[src/rtl/clock_cal_seq.sv]
`default_nettype none
// ============================================================================
//  Module   : clock_cal_seq
//  Purpose  : Calibration sequencer for the CLOCK generator. Latches a
//             request, pulses CLOCK resetn, waits for lock/fail and retries
//             with a stepped trim until lock, trim overflow, retry limit or
//             timeout.
//  Revision : 1.0  initial release
// ============================================================================
module clock_cal_seq #(
    parameter int RST_CYCLES = 100,
    parameter int TIMEOUT    = 1000000,
    parameter int INIT_STEP  = 4,
    parameter int MAX_TRIES  = 8
) (
    input  logic        ref_clk,
    input  logic        reset,
    input  logic        start,
    input  logic        abort,
    input  logic [31:0] req_target,
    input  logic [31:0] req_ref,
    input  logic [8:0]  req_init,
    output logic        clk_resetn,
    output logic [31:0] clk_counter,
    output logic [31:0] clk_ref_counter,
    output logic [8:0]  clk_init,
    input  logic [2:0]  clk_status,
    output logic        busy,
    output logic        done,
    output logic        locked,
    output logic [1:0]  err_code,
    output logic [7:0]  tries,
    output logic [8:0]  lock_init
);

    // One timer serves both the reset-hold phase and the run timeout.
    localparam int c_TIMER_MAX = (RST_CYCLES > TIMEOUT) ? RST_CYCLES : TIMEOUT;
    localparam int c_TIMER_W   = $clog2(c_TIMER_MAX + 1);

    localparam logic [c_TIMER_W-1:0] c_HOLD_LAST = c_TIMER_W'(RST_CYCLES - 1);
    localparam logic [c_TIMER_W-1:0] c_RUN_LAST  = c_TIMER_W'(TIMEOUT - 1);
    localparam logic [c_TIMER_W-1:0] c_TIMER_ONE = c_TIMER_W'(1);
    localparam logic [9:0]           c_STEP      = 10'(INIT_STEP);
    localparam logic [7:0]           c_MAX_TRIES = 8'(MAX_TRIES);

    localparam logic [1:0] c_ERR_NONE    = 2'd0;
    localparam logic [1:0] c_ERR_RETRIES = 2'd1;
    localparam logic [1:0] c_ERR_TRIM    = 2'd2;
    localparam logic [1:0] c_ERR_TIMEOUT = 2'd3;

    typedef enum logic [2:0] {
        S_IDLE   = 3'd0,
        S_HOLD   = 3'd1,
        S_RUN    = 3'd2,
        S_STEP   = 3'd3,
        S_FINISH = 3'd4
    } state_t;

    state_t                 r_state, w_state_nxt;
    logic [c_TIMER_W-1:0]   r_timer, w_timer_nxt;
    logic [31:0]            r_target, w_target_nxt;
    logic [31:0]            r_ref, w_ref_nxt;
    logic [8:0]             r_init, w_init_nxt;
    logic [7:0]             r_tries, w_tries_nxt;
    logic                   r_locked, w_locked_nxt;
    logic [1:0]             r_err, w_err_nxt;
    logic [8:0]             r_lock_init, w_lock_init_nxt;
    logic                   r_busy, w_busy_nxt;
    logic                   r_clk_resetn, w_resetn_nxt;

    logic [9:0]             w_trim_sum;
    logic                   w_abortable;
    logic                   w_status_unused;

    // status[0] carries no meaning for calibration.
    assign w_status_unused = clk_status[0];

    // Ten-bit sum so a step past 511 is visible as overflow.
    assign w_trim_sum  = {1'b0, r_init} + c_STEP;
    assign w_abortable = (r_state == S_HOLD) || (r_state == S_RUN) || (r_state == S_STEP);

    // State and datapath registers.
    always_ff @(posedge ref_clk or posedge reset) begin
        if (reset) begin
            r_state      <= S_IDLE;
            r_timer      <= '0;
            r_target     <= '0;
            r_ref        <= '0;
            r_init       <= '0;
            r_tries      <= '0;
            r_locked     <= 1'b0;
            r_err        <= c_ERR_NONE;
            r_lock_init  <= '0;
            r_busy       <= 1'b0;
            r_clk_resetn <= 1'b0;
        end else begin
            r_state      <= w_state_nxt;
            r_timer      <= w_timer_nxt;
            r_target     <= w_target_nxt;
            r_ref        <= w_ref_nxt;
            r_init       <= w_init_nxt;
            r_tries      <= w_tries_nxt;
            r_locked     <= w_locked_nxt;
            r_err        <= w_err_nxt;
            r_lock_init  <= w_lock_init_nxt;
            r_busy       <= w_busy_nxt;
            r_clk_resetn <= w_resetn_nxt;
        end
    end

    // Next-state and next-value logic; everything holds unless a rule fires.
    always_comb begin
        w_state_nxt     = r_state;
        w_timer_nxt     = r_timer;
        w_target_nxt    = r_target;
        w_ref_nxt       = r_ref;
        w_init_nxt      = r_init;
        w_tries_nxt     = r_tries;
        w_locked_nxt    = r_locked;
        w_err_nxt       = r_err;
        w_lock_init_nxt = r_lock_init;
        w_busy_nxt      = r_busy;
        w_resetn_nxt    = r_clk_resetn;

        if (w_abortable && abort) begin
            // Abandon silently: CLOCK held in reset, results untouched.
            w_state_nxt  = S_IDLE;
            w_timer_nxt  = '0;
            w_busy_nxt   = 1'b0;
            w_resetn_nxt = 1'b0;
        end else begin
            case (r_state)
                S_IDLE: begin
                    // A CLOCK left locked by the last request keeps running here.
                    if (start) begin
                        w_target_nxt = req_target;
                        w_ref_nxt    = req_ref;
                        w_init_nxt   = req_init;
                        w_tries_nxt  = 8'd1;
                        w_locked_nxt = 1'b0;
                        w_err_nxt    = c_ERR_NONE;
                        w_busy_nxt   = 1'b1;
                        w_resetn_nxt = 1'b0;
                        w_timer_nxt  = '0;
                        w_state_nxt  = S_HOLD;
                    end
                end
                S_HOLD: begin
                    w_resetn_nxt = 1'b0;
                    if (r_timer == c_HOLD_LAST) begin
                        w_timer_nxt  = '0;
                        w_resetn_nxt = 1'b1;
                        w_state_nxt  = S_RUN;
                    end else begin
                        w_timer_nxt = r_timer + c_TIMER_ONE;
                    end
                end
                S_RUN: begin
                    // Fail has priority over lock when both are reported.
                    if (clk_status[2]) begin
                        w_resetn_nxt = 1'b0;
                        w_state_nxt  = S_STEP;
                    end else if (clk_status[1]) begin
                        w_lock_init_nxt = r_init;
                        w_locked_nxt    = 1'b1;
                        w_state_nxt     = S_FINISH;
                    end else if (r_timer == c_RUN_LAST) begin
                        w_err_nxt    = c_ERR_TIMEOUT;
                        w_resetn_nxt = 1'b0;
                        w_state_nxt  = S_FINISH;
                    end else begin
                        w_timer_nxt = r_timer + c_TIMER_ONE;
                    end
                end
                S_STEP: begin
                    // Retry limit is checked before trim overflow.
                    if (r_tries == c_MAX_TRIES) begin
                        w_err_nxt   = c_ERR_RETRIES;
                        w_state_nxt = S_FINISH;
                    end else if (w_trim_sum[9]) begin
                        w_err_nxt   = c_ERR_TRIM;
                        w_state_nxt = S_FINISH;
                    end else begin
                        w_init_nxt  = w_trim_sum[8:0];
                        w_tries_nxt = r_tries + 8'd1;
                        w_timer_nxt = '0;
                        w_state_nxt = S_HOLD;
                    end
                end
                S_FINISH: begin
                    w_busy_nxt  = 1'b0;
                    w_state_nxt = S_IDLE;
                end
                default: begin
                    w_state_nxt  = S_IDLE;
                    w_busy_nxt   = 1'b0;
                    w_resetn_nxt = 1'b0;
                end
            endcase
        end
    end

    assign clk_resetn      = r_clk_resetn;
    assign clk_counter     = r_target;
    assign clk_ref_counter = r_ref;
    assign clk_init        = r_init;
    assign busy            = r_busy;
    assign done            = (r_state == S_FINISH);
    assign locked          = r_locked;
    assign err_code        = r_err;
    assign tries           = r_tries;
    assign lock_init       = r_lock_init;

endmodule
`default_nettype wire

[config.mk]
export PLATFORM = sky130hd
export DESIGN_NAME = clock_cal_seq
export DESIGN_NICKNAME = d
export VERILOG_FILES = /design/src/rtl/clock_cal_seq.sv
export SDC_FILE = /design/constraint.sdc
export NUM_CORES = 1
export LEC_CHECK = 0
export ABC_CLOCK_PERIOD_IN_PS = 5410
export CORE_AREA = 2 2 192 100
export CTS_CLUSTER_SIZE = 16
export DETAILED_ROUTE_END_ITERATION = 10
export DIE_AREA = 0 0 194 102
export GPL_ROUTABILITY_DRIVEN = 0
export HOLD_SLACK_MARGIN = 0.08
export SYNTH_ARGS = -nofsm -noshare
export SYNTH_HDL_FRONTEND = slang
export SYNTH_SLANG_ARGS = --single-unit
[constraint.sdc]
create_clock -name ref_clk -period 5.41 [get_ports ref_clk]
set_clock_uncertainty 0.05 [all_clocks]
set_input_delay 1.082 -clock ref_clk [delete_from_list [all_inputs] [get_ports ref_clk]]
set_output_delay 1.082 -clock ref_clk [all_outputs]
set_load 0.005 [all_outputs]
==> impl_metrics.json, run 1 <==
{
  "syn_inst": 468,
  "yosys_warnings": 0,
  "layout_commonest_cell": "clkdlybuf4s50_1",
  "setup_violations": 0,
  "port_buffers": 174,
  "grt_pass1_vias": 4601,
  "fin_crit_ns": 3.66,
  "synthFlopType": "dfrtp_1",
  "rsz0062_at_grt": "no",
  "cts_resized": 0,
  "synth_fa_ha_area_share_pct": 0.904,
  "diodes": 0,
  "slew_headroom_pct": 25.6,
  "cts.htree.levels": 4,
  "grt_first_pass_wirelength_microns": 25600,
  "dp_cells": 862,
  "syn_nets": 552,
  "slew_viol_final": 0,
  "cts_tree": "built",
  "synth-edff-count": 0,
  "clock_sinks": 118,
  "clockBufferDepth": 2,
  "synth_xor_area_share_pct": 0.475,
  "ys_ff_latch": 118,
  "track_usage_pct": 16.8,
  "startpoint_type": "primary input",
  "initial_core_util_pct": 30.7,
  "avgSynthCellArea_sq_um": 11.8,
  "maxCapViolCount": 0,
  "critPathBufInv": 2,
  "cts_hold_buf": 0,
  "cts_setup_buffers": 0,
  "worst-setup-path-type": "in2reg",
  "postRouteAntennaNets": 0,
  "hold_start": "busy$_DFFE_PP0P_",
  "synth_compound_area_share_pct": 12.3,
  "vias_per_cell": 5.12,
  "core_area_sq_mm": 0.0180,
  "r2r-start": "r_state[1]$_DFFE_PP0P_",
  "dieHeight_microns": 102,
  "p_leak_nw": 3.30,
  "peakVddDrop_mv": 0.265,
  "drt_pre_antenna_iters": 5,
  "grt_max_degree": 79,
  "cts-buffers-inserted": 17,
  "hp-class": "reg2reg",
  "hpwl_microns": 11500,
  "crit_chain": "clkdlybuf4s50_1 > inv_1 > or3_1 > a21boi_2 > nor4b_4 > mux2_2",
  "cp_max_fo": 17,
  "synthArstFlopShare_pct": 100,
  "overflow": 0,
  "final_cell_mix": "clkdlybuf4s50_1 (174), dfrtp_1 (118), mux2_2 (77)",
  "wl_per_cell_microns": 18.2,
  "synthMuxAreaShare_pct": 16.2,
  "insertion_delay_ns": 0.41,
  "yosysSeqAreaShare_pct": 53.4,
  "max_freq_mhz": 273,
  "crit_family": "simple AND/OR/NAND/NOR gates",
  "p_per_area_mw_per_mm2": 527,
  "drt_iter0_drc": 280,
  "drt-total-wl_microns": 16200,
  "drive_gt1_share_pct": 19.7,
  "num_rows": 35,
  "clk_pin_slew_worst_paths_ns": 0.05,
  "root_buffer": "clkbuf_16",
  "synth_top_family_by_area": "multiplexers",
  "die-area_sq_mm": 0.0198,
  "arrival_ns": 3.95,
  "yosysUniqueCellTypes": 57,
  "final.setup.tns_ns": 0,
  "critPathLaunch": "abort",
  "critPathCaptureType": "flip-flop",
  "route.vias.total": 4577,
  "finalCritPeriodShare_pct": 67.6,
  "antenna_found_initial": 0,
  "area_growth_pct": 46.3,
  "worst_pin_slew_ns": 1.11,
  "required_ns": 5.70,
  "cpMaxStageDelayCell": "nor4b_4",
  "yosys.area_share.simple_pct": 13.5,
  "chipWidth_microns": 194,
  "status": "finished, final reports clean",
  "layout.cells.non_filler": 894,
  "syn_area_sq_mm": 0.00553,
  "final_nets": 725,
  "drc": 0,
  "boundaryPins": 176,
  "critical-path-max-stage-delay_ns": 0.92,
  "nFillCells": 1635,
  "finalHoldViolCount": 0
}
-- where the power goes --
part	total, W	internal (W)	switching [W]
Sequential	0.00147	0.00123	0.000246
Clock	0.00111	0.000689	0.000425
Combinational	0.00168	0.00104	0.000639
Total	0.00427	0.00296	0.00131
-- metal layers --
metal | up-vias | track usage, % | wire, microns
met5 | - | 0 | 0
met4 | 0 | 5.54 | 151
met3 | 14 | 7.76 | 1750
met2 | 179 | 22.8 | 6560
met1 | 2295 | 23.4 | 7770
li1 | 2089 | - | -
-- sequential cells by signal, indices dropped and copies added, names as in the netlist, 2 cells and up --
signal / count
clk_counter: 32
clk_init: 9
clk_ref_counter: 32
err_code: 2
lock_init: 9
r_state: 3
r_timer: 20
tries: 8
-- final timing paths --
path,end,slack (ns),depth (start not counted)
setup / recovery,r_timer[0]$_DFFE_PP0P_,1.75,6
hold / removal,busy$_DFFE_PP0P_,0.45,1
setup reg to reg,r_timer[11]$_DFFE_PP0P_,2.23,5
hold reg to reg,busy$_DFFE_PP0P_,0.45,1
max in group asynchronous,clk_counter[2]$_DFFE_PP0P_,3.33,3
min in group asynchronous,clk_counter[26]$_DFFE_PP0P_,0.97,2
-- cells in the mapped netlist (7+ instances only) --
library cell	n	area, sq um
a2111oi_2	7	105
a21oi_1	11	55.1
and3_1	7	43.8
clkbuf_1	21	78.8
dfrtp_1	118	2950
inv_1	17	63.8
mux2_2	77	867
nand2_1	18	67.6
nand3_1	15	75.1
nand4_1	7	43.8
nor2_1	38	143
nor3_1	10	50.1
o21ai_0	10	50.1
o2bb2ai_1	10	87.6
or3_1	10	62.6
-- layout make-up --
class	instances	area, sq um	share of cell area, %
multi-input combinational	308	2420	29.9
sequential	118	2950	36.5
clock buffer	20	447	5.52
clock inverter	12	129	1.59
inverter	17	66.3	0.819
timing repair buffer	179	1780	22.0
tap	240	300	3.71
-- per-stage QoR --
stage | util (%) | instance area, sq um | setup WS [ns] | power [W] | hold WS, ns
2_1_floorplan | - | 5530 | 1.15 | 0.00222 | 0.438
3_3_place_gp | 41.7 | 7520 | 1.50 | 0.00314 | 0.436
3_5_place_dp | 41.7 | 7520 | 1.42 | 0.00316 | 0.444
4_1_cts | 44.9 | 8100 | 1.83 | 0.00431 | 0.453
5_1_grt | 44.9 | 8100 | 1.66 | 0.00452 | 0.468
6_report | 44.9 | 8100 | 1.75 | 0.00427 | 0.451
-- logic make-up (layout without fill, tap and decap cells) --
logic type,Yosys count,in the layout
compound gates,82,82
buf+inv,42,228
mux,80,80
fa+ha+maj,4,4
simple gates,139,139
xor+xnor,3,3
flops,118,118
No activity file was read; power rests on OpenSTA's default activity.
==> run 2: changes to the inputs <==
- ABC_CLOCK_PERIOD_IN_PS: 5410 -> 3100
- clock period: 5.41 -> 3.1 ns (I/O delays scaled with it)
==> run 2 against run 1 <==
  * Cell count up 1.6%
  * Core utilization up 0.45 points
  * Setup slack worse by 1.5 ns
  * Clock power up 64%
  * Global-route usage up 0.53 points
  * Register-to-register slack worse by 2.0 ns
  * Total power up 73%
  * Sequential share of layout area down 0.36 points
==> impl_metrics.json, run 2 (synthesis results as in run 1) <==
{
  "insertion_delay_ns": 0.42,
  "crit_chain": "or4_1 > or4b_4 > o221a_4 > buf_4 > a2111oi_0 > o2bb2ai_1",
  "grt_pass1_vias": 4747,
  "clk_pin_slew_worst_paths_ns": 0.06,
  "rsz0062_at_grt": "no",
  "multiInputGateArea_sq_mm": 0.00241,
  "boundaryPins": 176,
  "cts_tree": "built",
  "startpoint_type": "flip-flop",
  "cts_hold_buf": 0,
  "initial_core_util_pct": 30.7,
  "drive_gt1_share_pct": 21.1,
  "status": "finished, final reports clean",
  "dp_cells": 876,
  "num_rows": 35,
  "p_per_area_mw_per_mm2": 905,
  "diodes": 0,
  "slew_headroom_pct": 58.1,
  "p_leak_nw": 3.36,
  "drt-total-wl_microns": 16400,
  "drt_iter0_drc": 355,
  "clockBufferDepth": 2,
  "area_growth_pct": 47.8,
  "overflow": 0,
  "final_nets": 739,
  "layout_commonest_cell": "clkdlybuf4s50_1",
  "setup_violations": 0,
  "route.vias.total": 4576,
  "arrival_ns": 3.11,
  "placed_cell_area_sq_mm": 0.00764,
  "fin_area_sq_mm": 0.00818,
  "critPathCaptureType": "flip-flop",
  "cpMaxStageDelayCell": "or4b_4",
  "worst_pin_slew_ns": 0.628,
  "cts_setup_buffers": 0,
  "max_freq_mhz": 347,
  "setup_slack_ns": 0.222,
  "critPathBufInv": 1,
  "fin_crit_ns": 2.88,
  "port_buffers": 174,
  "die-area_sq_mm": 0.0198,
  "required_ns": 3.33,
  "post-place-ws_ns": 0.246,
  "peakVddDrop_mv": 0.467,
  "cts.htree.levels": 4,
  "final.setup.tns_ns": 0,
  "layout.cells.non_filler": 908,
  "drt_pre_antenna_iters": 5,
  "root_buffer": "clkbuf_16",
  "postRouteAntennaNets": 0,
  "critical-path-max-stage-delay_ns": 0.56,
  "hpwl_microns": 11800,
  "clock_sinks": 118,
  "wl_per_cell_microns": 18.0,
  "track_usage_pct": 17.3,
  "regArea_sq_mm": 0.00295,
  "slew_viol_final": 0,
  "nFillCells": 1632,
  "grt_max_degree": 79,
  "cts_resized": 0,
  "dieHeight_microns": 102,
  "vias_per_cell": 5.04,
  "crit_family": "simple AND/OR/NAND/NOR gates",
  "antenna_found_initial": 0,
  "maxCapViolCount": 0,
  "chipWidth_microns": 194,
  "worst-setup-path-type": "reg2reg",
  "finalHoldViolCount": 0,
  "core_area_sq_mm": 0.0180,
  "drc": 0,
  "cts-buffers-inserted": 17,
  "cp_max_fo": 13,
  "final_cell_mix": "clkdlybuf4s50_1 (174), dfrtp_1 (118), mux2_2 (77)",
  "grt_first_pass_wirelength_microns": 26600,
  "finalCritPeriodShare_pct": 92.9,
  "hp-class": "in2async"
}
run 2: layout make-up:
type	instances	area share, %
flip-flops and latches	118	36.1
multi-input cells	308	29.4
repair buffers	193	23.3
clock buffers	19	5.29
well taps	240	3.67
clock inverters	13	1.33
inverters	17	0.826
run 2: path summary, 6_finish.rpt:
check | from | endpoint | slack (ns) | cells after the start
max in group asynchronous | reset | r_state[1]$_DFFE_PP0P_ | 1.73 | 3
min reg2reg | busy$_DFFE_PP0P_ | busy$_DFFE_PP0P_ | 0.44 | 1
max reg2reg | r_timer[16]$_DFFE_PP0P_ | r_timer[4]$_DFFE_PP0P_ | 0.22 | 6
min in group ref_clk | busy$_DFFE_PP0P_ | busy$_DFFE_PP0P_ | 0.44 | 1
min | reset | clk_ref_counter[5]$_DFFE_PP0P_ | 0.41 | 2
max | r_timer[16]$_DFFE_PP0P_ | r_timer[4]$_DFFE_PP0P_ | 0.22 | 6
run 2: stage by stage:
step	hold slack [ns]	power (W)	utilization [%]
after floorplan	0.438	0.00387	-
after global placement	0.436	0.00554	42.3
after detailed placement	0.433	0.00560	42.3
after CTS	0.395	0.00750	45.3
after global routing	0.413	0.00786	45.3
final	0.413	0.00740	45.3
run 2: metal layers:
layer / share of wire (%) / track usage (%)
met1: 48 / 24.2
met2: 41 / 24.4
met3: 10 / 7.29
met4: 0.75 / 4.90
met5: 0 / 0
run 2: where the power goes:
group / internal [W] / switching, W
sequential: 0.00214 / 0.000435
combinational: 0.00187 / 0.00113
clock: 0.00109 / 0.000722
total: 0.00511 / 0.00229
